<file path="src/rtl/led_reg_writer.sv">
// Write-side sequencer for an enabled LED register: issues reps+1 one-cycle
// writes of an animated pattern spaced by a programmable gap, then pulses done.
module led_reg_writer #(
  parameter int WIDTH = 4,
  parameter int GAP_W = 8
) (
  input  logic             clk,
  input  logic             rst_n,
  input  logic             start,
  input  logic [1:0]       mode,
  input  logic [GAP_W-1:0] gap,
  input  logic [3:0]       reps,
  output logic             busy,
  output logic             done,
  output logic             reg_en,
  output logic [WIDTH-1:0] reg_d
);

  // state | meaning
  // IDLE  | waiting for start; parameters latched when it is accepted
  // WRITE | reg_en high for one cycle with the current pattern value
  // WAIT  | gap counter counting down between consecutive writes
  typedef enum logic [1:0] {S_IDLE, S_WRITE, S_WAIT} state_t;

  state_t           state, state_nxt;
  logic [1:0]       mode_q, mode_nxt;
  logic [GAP_W-1:0] gap_q, gap_nxt;
  logic [3:0]       reps_q, reps_nxt;
  logic [GAP_W-1:0] gap_cnt, gap_cnt_nxt;
  logic [3:0]       wr_cnt, wr_cnt_nxt;
  logic             busy_nxt, done_nxt, en_nxt;
  logic [WIDTH-1:0] d_nxt;
  logic             last_wr;

  assign last_wr = (wr_cnt == reps_q);

  function automatic logic [WIDTH-1:0] first_pat(input logic [1:0] m);
    case (m)
      2'b00:   first_pat = '0;
      2'b01:   first_pat = {{(WIDTH-1){1'b0}}, 1'b1};
      default: first_pat = '1;
    endcase
  endfunction

  // Each write value is derived from the previous one held on reg_d.
  function automatic logic [WIDTH-1:0] step_pat(input logic [1:0] m,
                                                input logic [WIDTH-1:0] d);
    case (m)
      2'b00:   step_pat = d + {{(WIDTH-1){1'b0}}, 1'b1};
      2'b01:   step_pat = {d[WIDTH-2:0], d[WIDTH-1]};
      2'b10:   step_pat = ~d;
      default: step_pat = d - {{(WIDTH-1){1'b0}}, 1'b1};
    endcase
  endfunction

  always_ff @(posedge clk or negedge rst_n) begin
    if (!rst_n) begin
      state   <= S_IDLE;
      mode_q  <= '0;
      gap_q   <= '0;
      reps_q  <= '0;
      gap_cnt <= '0;
      wr_cnt  <= '0;
      busy    <= 1'b0;
      done    <= 1'b0;
      reg_en  <= 1'b0;
      reg_d   <= '0;
    end else begin
      state   <= state_nxt;
      mode_q  <= mode_nxt;
      gap_q   <= gap_nxt;
      reps_q  <= reps_nxt;
      gap_cnt <= gap_cnt_nxt;
      wr_cnt  <= wr_cnt_nxt;
      busy    <= busy_nxt;
      done    <= done_nxt;
      reg_en  <= en_nxt;
      reg_d   <= d_nxt;
    end
  end

  always_comb begin
    state_nxt = state;
    case (state)
      S_IDLE:  if (start) state_nxt = S_WRITE;
      S_WRITE: begin
        if (last_wr)         state_nxt = S_IDLE;
        else if (gap_q != 0) state_nxt = S_WAIT;
        else                 state_nxt = S_WRITE;
      end
      S_WAIT:  if (gap_cnt == GAP_W'(1)) state_nxt = S_WRITE;
      default: state_nxt = S_IDLE;
    endcase
  end

  always_comb begin
    mode_nxt    = mode_q;
    gap_nxt     = gap_q;
    reps_nxt    = reps_q;
    gap_cnt_nxt = gap_cnt;
    wr_cnt_nxt  = wr_cnt;
    d_nxt       = reg_d;
    busy_nxt    = (state_nxt != S_IDLE);
    en_nxt      = (state_nxt == S_WRITE);
    done_nxt    = (state == S_WRITE) && last_wr;
    case (state)
      S_IDLE: begin
        if (start) begin
          mode_nxt   = mode;
          gap_nxt    = gap;
          reps_nxt   = reps;
          wr_cnt_nxt = '0;
          d_nxt      = first_pat(mode);
        end
      end
      S_WRITE: begin
        if (!last_wr) begin
          wr_cnt_nxt  = wr_cnt + 4'd1;
          gap_cnt_nxt = gap_q;
          if (gap_q == 0) d_nxt = step_pat(mode_q, reg_d);
        end
      end
      S_WAIT: begin
        gap_cnt_nxt = gap_cnt - GAP_W'(1);
        if (gap_cnt == GAP_W'(1)) d_nxt = step_pat(mode_q, reg_d);
      end
      default: ;
    endcase
  end

endmodule
</file>
<file path="config.mk">
export PLATFORM = sky130hd
export DESIGN_NAME = led_reg_writer
export DESIGN_NICKNAME = d
export VERILOG_FILES = /design/src/rtl/led_reg_writer.sv
export SDC_FILE = /design/constraint.sdc
export NUM_CORES = 1
export LEC_CHECK = 0
export ABC_AREA = 1
export BUFFER_PORTS_ARGS = -buffer_cell sky130_fd_sc_hd__buf_2
export CORE_UTILIZATION = 50
export CTS_BUF_LIST = sky130_fd_sc_hd__clkbuf_8 sky130_fd_sc_hd__clkbuf_16
export CTS_CLUSTER_DIAMETER = 150
export DETAILED_ROUTE_END_ITERATION = 10
export PLACE_DENSITY = 0.77
export SETUP_SLACK_MARGIN = 0.3
export SYNTH_ARGS = -nofsm -noshare
export SYNTH_HDL_FRONTEND = slang
export SYNTH_SLANG_ARGS = --single-unit
export TNS_END_PERCENT = 10
</file>
<file path="constraint.sdc">
create_clock -name clk -period 3.25 [get_ports clk]
set_clock_uncertainty 0.15 [all_clocks]
set_input_delay 0.1625 -clock clk [delete_from_list [all_inputs] [get_ports clk]]
set_output_delay 0.1625 -clock clk [all_outputs]
set_load 0.01 [all_outputs]
</file>
==> flow_summary.ini <==
[clocking]
clk_pin_slew_worst_paths_ps = 70
cts-root-buf = clkbuf_8
post_cts_resized = 0
htree_levels = 2
cts_sinks = 35
cts_tree = built
worstSkewPairLatency_ps = 290
numCtsBuffers = 5
clk_path_buf_depth = 2

[sta]
setup_viol = 0
timing.fmax_mhz = 498
rsz0062_at_grt = false
post-route-period-util_pct = 61.8
maxSlewHeadroom_pct = 48.2
finalHoldViolations = 0
min_period_ps = 2010
drv_slew = 0
tns_ps = 0
max_slew.worst_pin.slew_ps = 776

[layout]
mostFrequentLayoutCell = nand2_1
fin_area_um2 = 2510
antenna_cells = 0
n_fill_cell = 364
fin_util_pct = 61.8
areaGrowthSynthToFinish_pct = 17.7
drive_gt1_share_pct = 18.9
mostFrequentLayoutCells = nand2_1, inv_1, dfrtp_1, nor2_1, buf_2
finish.net_count = 336

[place]
dpl_cell_area_um2 = 2280
dp.final_hpwl_um = 2980
portBuffers = 23
gp_congestion = 0.851

[floorplan]
fp.dieW_um = 67.3
ioPinCount = 24
core_area_um2 = 4060
die_h_um = 67.3
rows = 23
start_util_pct = 52.5
die_area_um2 = 4520

[flow_run]
timing.max_cap.violations = 0

[detailed_routing]
drt-pass1-iter-count = 4
wl_met2_um = 1910
via_per_inst = 4.93
met3_length_um = 149
met1_length_um = 1900
ant_nets = 0
drc_errors = 0
vias = 1759
post_drt_wl_per_cell_um = 11.3
highest_layer = met4
drt-total-wl_um = 4020
drt_iter0_drc = 92

[grt]
grtUsageTotal_pct = 21.5
grt_pass1_wl_um = 7280
grt_pass1_vias = 1690
antenna_found_initial = 0
grt_max_degree = 36
grt.overflow.total = 0

[setup_path]
cpMaxStageDelayCell = dfrtp_1
arrival_ps = 2040
worstRegToRegCells = 12
end_kind = flop
criticalPathCategory = reg2reg
path_cells = inv_1 -> ha_1 -> inv_1 -> fa_1 -> inv_1 -> nor2_1 -> o21ai_0 -> o21ai_0 -> nand2_1 -> nand2_1 -> nand2_1 -> nand2_1
cpMostUsedCell = nand2_1
path_max_fanout = 4
max_stage_delay_ps = 400
startpoint_type = flop
cp.required_ps = 3290

[yosys]
synthCells = 266
yosys_register_bits = 35
avgSynthCellArea_um2 = 8.01
seq_area_frac_synth_pct = 41.1
ys_types = 26
ys_warn_count = 0
syn_area_um2 = 2130
syn_nets = 296

[power_and_ir_drop]
peakVddDrop_mv = 0.461
pwr_density_cell_nw_per_um2 = 1030
p_leak_nw = 1.34

[worst_hold_path]
hold_class = in2reg
worstHoldPathCells = 3

[outcome]
status = finished clean
## path summary, 6_finish.rpt
check	startpoint	endpoint	slack, ps
setup / recovery	mode_q[0]$_DFFE_PN0P_	reg_d[2]$_DFFE_PN0P_	1240
hold / removal	mode[1]	mode_q[1]$_DFFE_PN0P_	30
setup reg to reg	mode_q[0]$_DFFE_PN0P_	reg_d[2]$_DFFE_PN0P_	1240
hold reg to reg	gap_cnt[6]$_DFFE_PN0P_	gap_cnt[6]$_DFFE_PN0P_	370
max in group asynchronous	rst_n	reg_en$_DFF_PN0_	2120
min in group asynchronous	rst_n	reg_d[3]$_DFFE_PN0P_	320
## layout make-up
cell class | count | area, um2 | share of cell area [%]
inverters | 36 | 138 | 5.49
clock buffers | 7 | 96.3 | 3.84
clock inverters | 1 | 3.75 | 0.150
flip-flops and latches | 35 | 876 | 34.9
multi-input cells | 192 | 1090 | 43.3
well taps | 50 | 62.6 | 2.50
repair buffers | 36 | 245 | 9.78
## synthesized netlist by cell type
cell	count	area, um2
nor2_2	2	12.5
inv_1	34	128
nand2_1	73	274
or2_0	1	6.26
nand2_2	5	31.3
mux2_2	10	113
o21ai_1	1	5.00
inv_2	1	3.75
dfrtp_1	35	876
nor2_4	1	11.3
o21ai_2	5	43.8
nand3_1	12	60.1
nor2_1	30	113
nor3_1	1	5.00
or2_2	1	6.26
xor2_1	8	70.1
o21ai_0	20	100
a31oi_1	1	6.26
buf_12	1	20.0
inv_4	1	6.26
nand3_4	1	17.5
buf_2	2	10.0
fa_1	1	20.0
ha_1	12	150
nand2_4	1	11.3
a21oi_1	6	30.0
## timing repair
item | 4_1_cts | 5_1_grt
hold endpoints to repair | 47 | 0
hold buffers | 13 | 0
setup buffers | 0 | 0
## registers in the layout, indices dropped and copies added (netlist names), 2 cells and up
name / cells
gap_cnt: 8
gap_q: 8
reg_d: 4
reps_q: 4
wr_cnt: 4
mode_q: 2
state: 2
## critical path, delay by kind of cell, from the launching register on
family | cells | cell delay [ps]
compound gates | 2 | 280
fa+ha+maj | 2 | 570
buf+inv | 3 | 250
flops | 1 | 400
simple gates | 5 | 270
## metrics by stage
stage                     hold WS, ps  total power [mW]  instances  setup slack [ps]
after global routing             41.9              2.89        357               996
after global placement            140              2.19        336              1290
after CTS                        23.7              2.61        357              1240
final                            32.4              2.59        357              1240
after detailed placement          140              2.24        336              1240
after floorplan                  -283              1.98        266              1370
## logic make-up (layout without fill, tap and decap cells)
group / count (synthesis) / after routing / share of synthesized area [%]
XOR/XNOR: 8 / 8 / 3.29
AND/OR/NAND/NOR: 128 / 128 / 25.7
AO/OA/AOI/OAI: 33 / 33 / 8.70
adder cells (fa/ha/maj): 13 / 13 / 7.99
buffers and inverters: 39 / 80 / 7.87
multiplexers: 10 / 10 / 5.29
flip-flops: 35 / 35 / 41.1
## layer usage
| metal | GRT usage [%] | vias up |
|---|---|---|
| met5 | 0 | - |
| met4 | 7.18 | 0 |
| met3 | 4.22 | 6 |
| met2 | 35.5 | 34 |
| met1 | 28.1 | 805 |
| li1 | - | 914 |
## report_power, final
group	switching (mW)	leakage, nW	internal (mW)
Clock	0.154	0.0557	0.190
Combinational	0.879	0.850	0.560
Sequential	0.163	0.430	0.643
Note: power is estimated with default switching activity, not from simulation.
